**config.mk**
```make
export PLATFORM = sky130hd
export DESIGN_NAME = inst_fetch_queue
export DESIGN_NICKNAME = d
export VERILOG_FILES = /design/src/rtl/inst_fetch_queue.sv
export SDC_FILE = /design/constraint.sdc
export NUM_CORES = 1
export LEC_CHECK = 0
export CAP_MARGIN = 15
export CORE_MARGIN = 4
export CORE_UTILIZATION = 35
export DETAILED_ROUTE_END_ITERATION = 8
export DONT_BUFFER_PORTS = 1
export PLACE_DENSITY = 0.54
export SLEW_MARGIN = 20
export SYNTH_ARGS = -nofsm -noshare
export SYNTH_HDL_FRONTEND = slang
export SYNTH_SLANG_ARGS = --single-unit
```
**constraint.sdc**
```tcl
create_clock -name clk -period 3.2 [get_ports clk]
set_input_delay 0.32 -clock clk [delete_from_list [all_inputs] [get_ports clk]]
set_output_delay 0.32 -clock clk [all_outputs]
set_load 0.05 [all_outputs]
```
**src/rtl/inst_fetch_queue.sv**
```systemverilog
// rtl/inst_fetch_queue.sv - instruction fetch queue: one-outstanding I-cache fetcher feeding a CPU FIFO
// Redirect flushes the FIFO and retargets fetch; a response owed across a redirect is dropped.
module inst_fetch_queue #(
  parameter int          DEPTH    = 4,
  parameter logic [31:0] RESET_PC = 32'h0000_0000
) (
  input  logic        clk,
  input  logic        rst,
  input  logic        redirect_valid,
  input  logic [31:0] redirect_pc,
  output logic        to_icache_req_valid,
  output logic [31:0] to_icache_req_addr,
  input  logic        from_icache_req_ready,
  input  logic        from_icache_rsp_valid,
  input  logic [31:0] from_icache_rsp_data,
  output logic        to_icache_rsp_ready,
  output logic        to_cpu_inst_valid,
  output logic [31:0] to_cpu_inst_pc,
  output logic [31:0] to_cpu_inst_data,
  input  logic        from_cpu_inst_ready
);

  localparam int AW = (DEPTH > 1) ? $clog2(DEPTH) : 1;
  localparam int CW = AW + 1;
  localparam logic [CW-1:0] DEPTH_C = CW'(DEPTH);

  typedef enum logic [1:0] {S_REQ, S_WAIT, S_DROP} state_t;

  state_t        state_q, state_d;
  logic [31:0]   fetch_pc_q, fetch_pc_d;
  logic [31:0]   req_pc_q, req_pc_d;
  logic [CW-1:0] count_q, count_d;
  logic [AW-1:0] rd_ptr_q, rd_ptr_d;
  logic [AW-1:0] wr_ptr_q, wr_ptr_d;
  logic [31:0]   mem_pc_q   [DEPTH];
  logic [31:0]   mem_data_q [DEPTH];

  logic req_hs, rsp_hs, push, pop;
  logic unused_pc_lsbs;

  assign unused_pc_lsbs = ^redirect_pc[1:0];

  always_ff @(posedge clk or posedge rst) begin
    if (rst) begin
      state_q    <= S_REQ;
      fetch_pc_q <= RESET_PC;
      req_pc_q   <= 32'h0;
      count_q    <= '0;
      rd_ptr_q   <= '0;
      wr_ptr_q   <= '0;
    end else begin
      state_q    <= state_d;
      fetch_pc_q <= fetch_pc_d;
      req_pc_q   <= req_pc_d;
      count_q    <= count_d;
      rd_ptr_q   <= rd_ptr_d;
      wr_ptr_q   <= wr_ptr_d;
    end
  end

  // Storage needs no reset: count_q alone decides which entries are live.
  always_ff @(posedge clk) begin
    if (push) begin
      mem_pc_q[wr_ptr_q]   <= req_pc_q;
      mem_data_q[wr_ptr_q] <= from_icache_rsp_data;
    end
  end

  always_comb begin
    to_icache_req_valid = (state_q == S_REQ) && (count_q < DEPTH_C) && !redirect_valid && !rst;
    to_icache_req_addr  = fetch_pc_q;
    to_icache_rsp_ready = (state_q != S_REQ);
    to_cpu_inst_valid   = (count_q != '0);
    to_cpu_inst_pc      = mem_pc_q[rd_ptr_q];
    to_cpu_inst_data    = mem_data_q[rd_ptr_q];
  end

  always_comb begin
    req_hs     = to_icache_req_valid && from_icache_req_ready;
    rsp_hs     = to_icache_rsp_ready && from_icache_rsp_valid;
    push       = (state_q == S_WAIT) && rsp_hs && !redirect_valid;
    pop        = to_cpu_inst_valid && from_cpu_inst_ready && !redirect_valid;
    state_d    = state_q;
    fetch_pc_d = fetch_pc_q;
    req_pc_d   = req_pc_q;
    count_d    = count_q;
    rd_ptr_d   = rd_ptr_q;
    wr_ptr_d   = wr_ptr_q;

    case (state_q)
      S_REQ:   if (req_hs) state_d = S_WAIT;
      S_WAIT:  if (rsp_hs) state_d = S_REQ;
               else if (redirect_valid) state_d = S_DROP;
      S_DROP:  if (rsp_hs) state_d = S_REQ;
      default: state_d = S_REQ;
    endcase

    if (req_hs) begin
      req_pc_d   = fetch_pc_q;
      fetch_pc_d = fetch_pc_q + 32'd4;
    end

    if (redirect_valid) begin
      fetch_pc_d = {redirect_pc[31:2], 2'b00};
      count_d    = '0;
      rd_ptr_d   = '0;
      wr_ptr_d   = '0;
    end else begin
      if (push) wr_ptr_d = wr_ptr_q + AW'(1);
      if (pop)  rd_ptr_d = rd_ptr_q + AW'(1);
      case ({push, pop})
        2'b10:   count_d = count_q + CW'(1);
        2'b01:   count_d = count_q - CW'(1);
        default: count_d = count_q;
      endcase
    end
  end

endmodule

```
==> results of run 1 <==
==> worst max-delay path, stage by stage, from the launching register on <==
cell and delay, ps:
dfrtp_4 650, buf_12 310, mux4_2 730
==> cell usage after synthesis, drive strengths merged, types with 3 or more instances <==
library cell	number
nor2	18
dfrtp	69
and3	6
ha	5
and2	10
nor3	3
a221o	3
clkbuf	24
buf	16
or4	5
o311ai	7
inv	10
nand4	13
edfxtp	248
xnor2	5
mux4	63
nand3	22
o21ai	20
nor4	4
a21oi	7
nand2	122
o211ai	15
or3	5
==> area by class of cell <==
type,count,area [um2]
multi-input cells,359,3090
inverters,10,37.5
repair buffers,96,988
clock inverters,15,140
clock buffers,49,980
fillers,3070,19800
flip-flops and latches,317,9180
well taps,455,569
==> layer usage <==
layer  wire length, um  part of all wire, %  vias up  track usage (%)
li1                  -                    -     3013                -
met1             12600                   45     3374             20.3
met2             12300                   44      214             21.5
met3              2330                  8.4       35             4.70
met4               539                  1.9        0             3.72
met5                 0                    0        -                0
==> flip-flops by register name, indices dropped and copies added (netlist names) <==
register / flops
count_q: 3
mem_data_q: 128
mem_pc_q: 120
rd_ptr_q: 2
req_pc_q: 30
state_q: 2
to_icache_req_addr: 30
wr_ptr_q: 2
==> timing repair <==
action	4_1_cts	5_1_grt
hold endpoints to repair	189	0
hold buffers	63	0
gates resized for setup	0	0
==> cells by family after synthesis <==
logic type / share of synthesized area [%]
XOR/XNOR: 0.422
AO/OA/AOI/OAI: 3.58
AND/OR/NAND/NOR: 8.39
multiplexers: 11.5
buffers and inverters: 1.82
other: 0.0301
adder cells (fa/ha/maj): 0.663
flip-flops: 73.6
==> through the flow <==
step / std cells / hold slack [ps] / power [mW]
final: 1301 / 22.0 / 10.2
after global routing: 1301 / 17.5 / 10.6
after global placement: 1174 / 277 / 6.29
after CTS: 1301 / 0.0783 / 10.3
after detailed placement: 1174 / 274 / 6.30
after floorplan: 726 / 383 / 6.01
==> worst max path at each step <==
stage / to / cells past startpoint / slack (ps) / startpoint
2_1_floorplan: mem_data_q[0][0] / 2 / 430 / state_q[1]
3_3_place_gp: mem_data_q[0][10] / 3 / 890 / state_q[1]
3_5_place_dp: mem_data_q[0][10] / 3 / 800 / state_q[1]
4_1_cts: to_cpu_inst_pc[30] / 2 / 540 / rd_ptr_q[0]
5_1_grt: to_cpu_inst_pc[30] / 2 / 490 / rd_ptr_q[0]
6_report: to_cpu_inst_data[31] / 2 / 650 / rd_ptr_q[0]
==> power by group through the flow <==
stage | registers, mW | clock network, mW | logic, mW
2_1_floorplan | 5.08 | 0 | 0.927
3_3_place_gp | 5.09 | 0 | 1.20
3_5_place_dp | 5.10 | 0 | 1.20
4_1_cts | 5.01 | 4.02 | 1.30
5_1_grt | 5.05 | 4.20 | 1.36
6_report | 5.01 | 3.89 | 1.27
==> run_results.csv, run 1 <==
group,metric,value,unit
sta,drv_slew,0,
logic_synthesis,async_flop_share,21.8,%
sta,fin_ws,650,ps
routing,vias,6636,
placed_design,dp_hpwl,17600,um
logic_synthesis,synth.distinct_cells,50,
global_route,grt_max_degree,61,
pwr,power.internal,7.43,mW
pwr,p_sw_share,26.9,%
routing,drcViolationCount,0,
critical_path,path_class,"flop to output pin",
critical_path,rrSetupSlack,800,ps
pwr,seqPwrFrac,49.3,%
finish,final_cell_mix,"edfxtp_1 (248), nand2_1 (122), dfrtp_1 (67), mux4_2 (62), dlygate4sd3_1 (62)",
global_route,grt_pass1_vias,6836,
clock_network,cts_tree,"yes",
finish,utilization,43.1,%
floorplanning,ios,169,
logic_synthesis,synth-edff-count,248,
routing,wirelength,27800,um
clock_network,cts_buffers,35,
critical_path,start_kind,"flop",
logic_synthesis,yosys-top-cells-area,"edfxtp_1 (60%), dfrtp_1 (14%), mux4_2 (11%)",
finish,finish.instance_area,0.0150,mm2
pwr,power_density,678,mW/mm2
floorplanning,placeableCoreArea,0.0348,mm2
logic_synthesis,synth_seq_cells,317,
sta,hold_violations,0,
min_path,hold_path_end,"to_icache_req_addr[21]",
routing,via_per_inst,5.10,
min_path,min_from,"redirect_pc[21]",
clock_network,clk_pin_slew,60,ps
min_path,hp-class,"input pin to flop",
clock_network,cts_root_buffer,"clkbuf_16",
routing,wl_per_cell,21.3,um
critical_path,critical_path_arrival,2230,ps
global_route,grt_overflow,0,
sta,setup_viol,0,
floorplanning,fp.dieH,197,um
run,maxCapViolations,0,
clock_network,cts_setup_buffers,0,
placed_design,place_ws,804,ps
logic_synthesis,synth_top_area_share,59.7,%
critical_path,cp_max_fo,29,
routing,drtIter0Drc,296,
critical_path,r2r-end,"mem_data_q[0][9]",
sta,grt_setup_unrepaired,"no",
critical_path,worst_ep_required_time,2880,ps
sta,post-route-period-util,79.7,%
logic_synthesis,avgSynthCellArea,17.2,um2
pwr,p_sw,2.74,mW
floorplanning,die-area,0.0387,mm2
placed_design,numPortBuffers,0,
sta,fmax,0.392,GHz
sta,period_minus_slack,2550,ps
critical_path,cp-end-kind,"output pin",
finish,drive_gt1_share,19.3,%
placed_design,place_congestion,0.830,
logic_synthesis,syn_area,0.0125,mm2
sta,worst_pin_slew,809,ps
logic_synthesis,seq_area_frac_synth,73.6,%
finish,antenna-diode-count,0,
routing,firstDrtPassIters,4,
global_route,grt_pass1_wl,42900,um
clock_network,clock_latency,520,ps
critical_path,r2r_start,"state_q[0]",
pwr,leakage,5.18,nW
clock_network,clock_path_buffers,3,
sta,fin_setup_tns,0,ps
routing,postRouteAntennaNets,0,
critical_path,reg2reg_depth,4,
floorplanning,die_w,197,um
sta,max_slew_margin,45.3,%
min_path,hold_depth,3,
sta,finalClockSkew,17.5,ps
pwr,power_frac_clock,38.2,%
pwr,combPwrFrac,12.5,%
global_route,grt_usage,14.3,%
logic_synthesis,netlist_instances,723,
logic_synthesis,synth_area_leader_cell,"edfxtp_1",
floorplanning,rows,68,
placed_design,dpl_cell_area,0.0132,mm2
global_route,antenna_found_initial,0,
logic_synthesis,yosys_warnings,0,
logic_synthesis,ys.flop_type,"edfxtp_1",
finish,final_common_cell,"edfxtp_1",
status,status,"complete, no violations",
floorplanning,start_util,35.8,%
finish,nets,895,
finish,syn_to_final_growth,20.2,%
pwr,peakVddDrop,0.000379,V
clock_network,cts_num_sinks,317,
clock_network,htreeDepth,2,
(Power assumes the default switching activity.)
==> run 2: changes to the inputs <==
Clock period 3.2 ns to 2.5 ns, I/O delays scaled along.
==> run 2 against run 1 <==
Effect of this change:
- utilization grew 0.98 points
- sequential power increased by 26%
- register-to-register slack worse by 440 ps
- critical endpoint is now to_cpu_inst_pc[7]
- first-iteration DRC count increased by 7.8%
- combinational power up 40%
- sequential share of layout area shrank 1.4 points
- final area up 2.3%
- largest cell class unchanged
- final cell count grew 2.2%
- sequential cell count did not move
==> run_results.csv, run 2 (synthesis results as in run 1) <==
group,metric,value,unit
finish,final_common_cell,"edfxtp_1",
global_route,use_met3,4.63,%
clock_network,cts_root_buffer,"clkbuf_16",
floorplanning,ios,169,
routing,vias,6728,
finish,largest_reg_flops,128,
clock_network,clk_pin_slew,60,ps
finish,nets,925,
status,status,"complete, no violations",
floorplanning,die_w,197,um
floorplanning,rows,68,
finish,finish.instance_area,0.0153,mm2
global_route,antenna_found_initial,0,
sta,worst_pin_slew,788,ps
finish,final_cell_mix,"edfxtp_1 (248), nand2_1 (122), dfrtp_1 (67), dlygate4sd3_1 (64), mux4_2 (62)",
pwr,peakVddDrop,0.000518,V
global_route,met1_usage,19.6,%
global_route,grt_pass1_wl,43000,um
routing,drcViolationCount,0,
sta,post-route-period-util,91.3,%
routing,postRouteAntennaNets,0,
sta,grt_setup_unrepaired,"no",
finish,multi_input_area,0.00309,mm2
placed_design,place_congestion,0.816,
routing,firstDrtPassIters,7,
global_route,grt_overflow,0,
finish,reg_top3,"mem_data_q x128, mem_pc_q x120",
sta,fin_setup_tns,0,ps
placed_design,dp_hpwl,18500,um
sta,drv_slew,0,
pwr,power,13.3,mW
finish,drive_gt1_share,22.3,%
global_route,grt_pass1_vias,7047,
routing,via_per_inst,5.06,
finish,antenna-diode-count,0,
clock_network,clock_path_buffers,3,
placed_design,place_ws,419,ps
min_path,hp-class,"input pin to flop",
critical_path,cp-end-kind,"output pin",
sta,finalClockSkew,21.3,ps
finish,utilization,44.1,%
sta,period_minus_slack,2280,ps
run,maxCapViolations,0,
floorplanning,fp.dieH,197,um
critical_path,start_kind,"flop",
pwr,power_density,866,mW/mm2
sta,setup_viol,0,
global_route,grt_usage,14.3,%
floorplanning,placeableCoreArea,0.0348,mm2
routing,wirelength,27700,um
routing,wl_per_cell,20.9,um
placed_design,numPortBuffers,0,
clock_network,cts_tree,"yes",
global_route,grtUsageMet2,22.5,%
routing,drtIter0Drc,319,
sta,fmax,0.438,GHz
critical_path,critical_path_arrival,2030,ps
finish,nFillCells,3038,
pwr,leakage,5.37,nW
floorplanning,die-area,0.0387,mm2
finish,instances_no_fill,1330,
sta,max_slew_margin,47.3,%
finish,largest_register,"mem_data_q",
critical_path,path_class,"flop to output pin",
sta,hold_violations,0,
placed_design,dpl.cell_count,1197,
global_route,grt-busiest-layer,"met2",
clock_network,cts_buffers,36,
clock_network,cts_num_sinks,317,
clock_network,htreeDepth,2,
critical_path,cp_max_fo,24,
finish,final-seq-area,0.00918,mm2
placed_design,dpl_cell_area,0.0135,mm2
floorplanning,start_util,35.8,%
finish,syn_to_final_growth,23.0,%
global_route,grt_max_degree,40,
clock_network,clock_latency,530,ps
sta,fin_ws,218,ps
critical_path,worst_ep_required_time,2250,ps
sta,hold_ws,27.4,ps
-- run 2: cell count changes in the layout (fill, tap and decap cells not counted), moves of 2 or more --
cell	change
buf_12	+5
buf_4	+22
bufinv_16	+2
clkbuf_1	-4
clkbuf_8	-2
clkinv_2	+2
clkinvlp_4	+2
dlygate4sd3_1	+2
-- run 2: repair_timing --
action / in CTS / in global routing
resized for setup: 0 / 0
setup buffers: 0 / 4
endpoints found under the setup margin: 0 / 23
endpoints found under the hold margin: 197 / 0
hold buffers: 65 / 0
-- run 2: per-layer routing --
layer / wire [um] / vias up / share of wire (%)
met3: 2290 / 39 / 8.3
met4: 538 / 0 / 1.9
met5: 0 / - / 0
li1: - / 3083 / -
met1: 12200 / 3388 / 44
met2: 12700 / 218 / 46
-- run 2: layout make-up --
| class | count | area share, % |
|---|---|---|
| Timing Repair Buffer | 125 | 8.31 |
| Sequential cell | 317 | 59.9 |
| Tap cell | 455 | 3.71 |
| Clock inverter | 21 | 1.56 |
| Clock buffer | 43 | 6.11 |
| Inverter | 10 | 0.245 |
| Multi-Input combinational cell | 359 | 20.2 |
-- run 2: power by group --
group,internal [mW],leakage [nW],switching (mW),total (mW)
Sequential,6.04,3.11,0.275,6.32
Combinational,0.570,1.69,1.21,1.78
Clock,3.12,0.570,2.06,5.18
-- run 2: worst paths after layout --
kind | slack [ps] | cells past startpoint | to | startpoint
setup reg to reg | 360 | 6 | to_icache_req_addr[10] | state_q[1]
min in group asynchronous | 320 | 2 | to_icache_req_addr[30] | rst
hold / removal | 30 | 2 | count_q[1] | redirect_valid
max in group asynchronous | 1490 | 3 | rd_ptr_q[0] | rst
setup / recovery | 220 | 2 | to_cpu_inst_pc[7] | rd_ptr_q[1]
hold reg to reg | 520 | 0 | mem_pc_q[2][6] | req_pc_q[6]
-- run 2: worst max-delay path, stage by stage (launching register included) --
cell	delay (ps)
dfrtp_4	700
buf_4	290
mux4_2	510
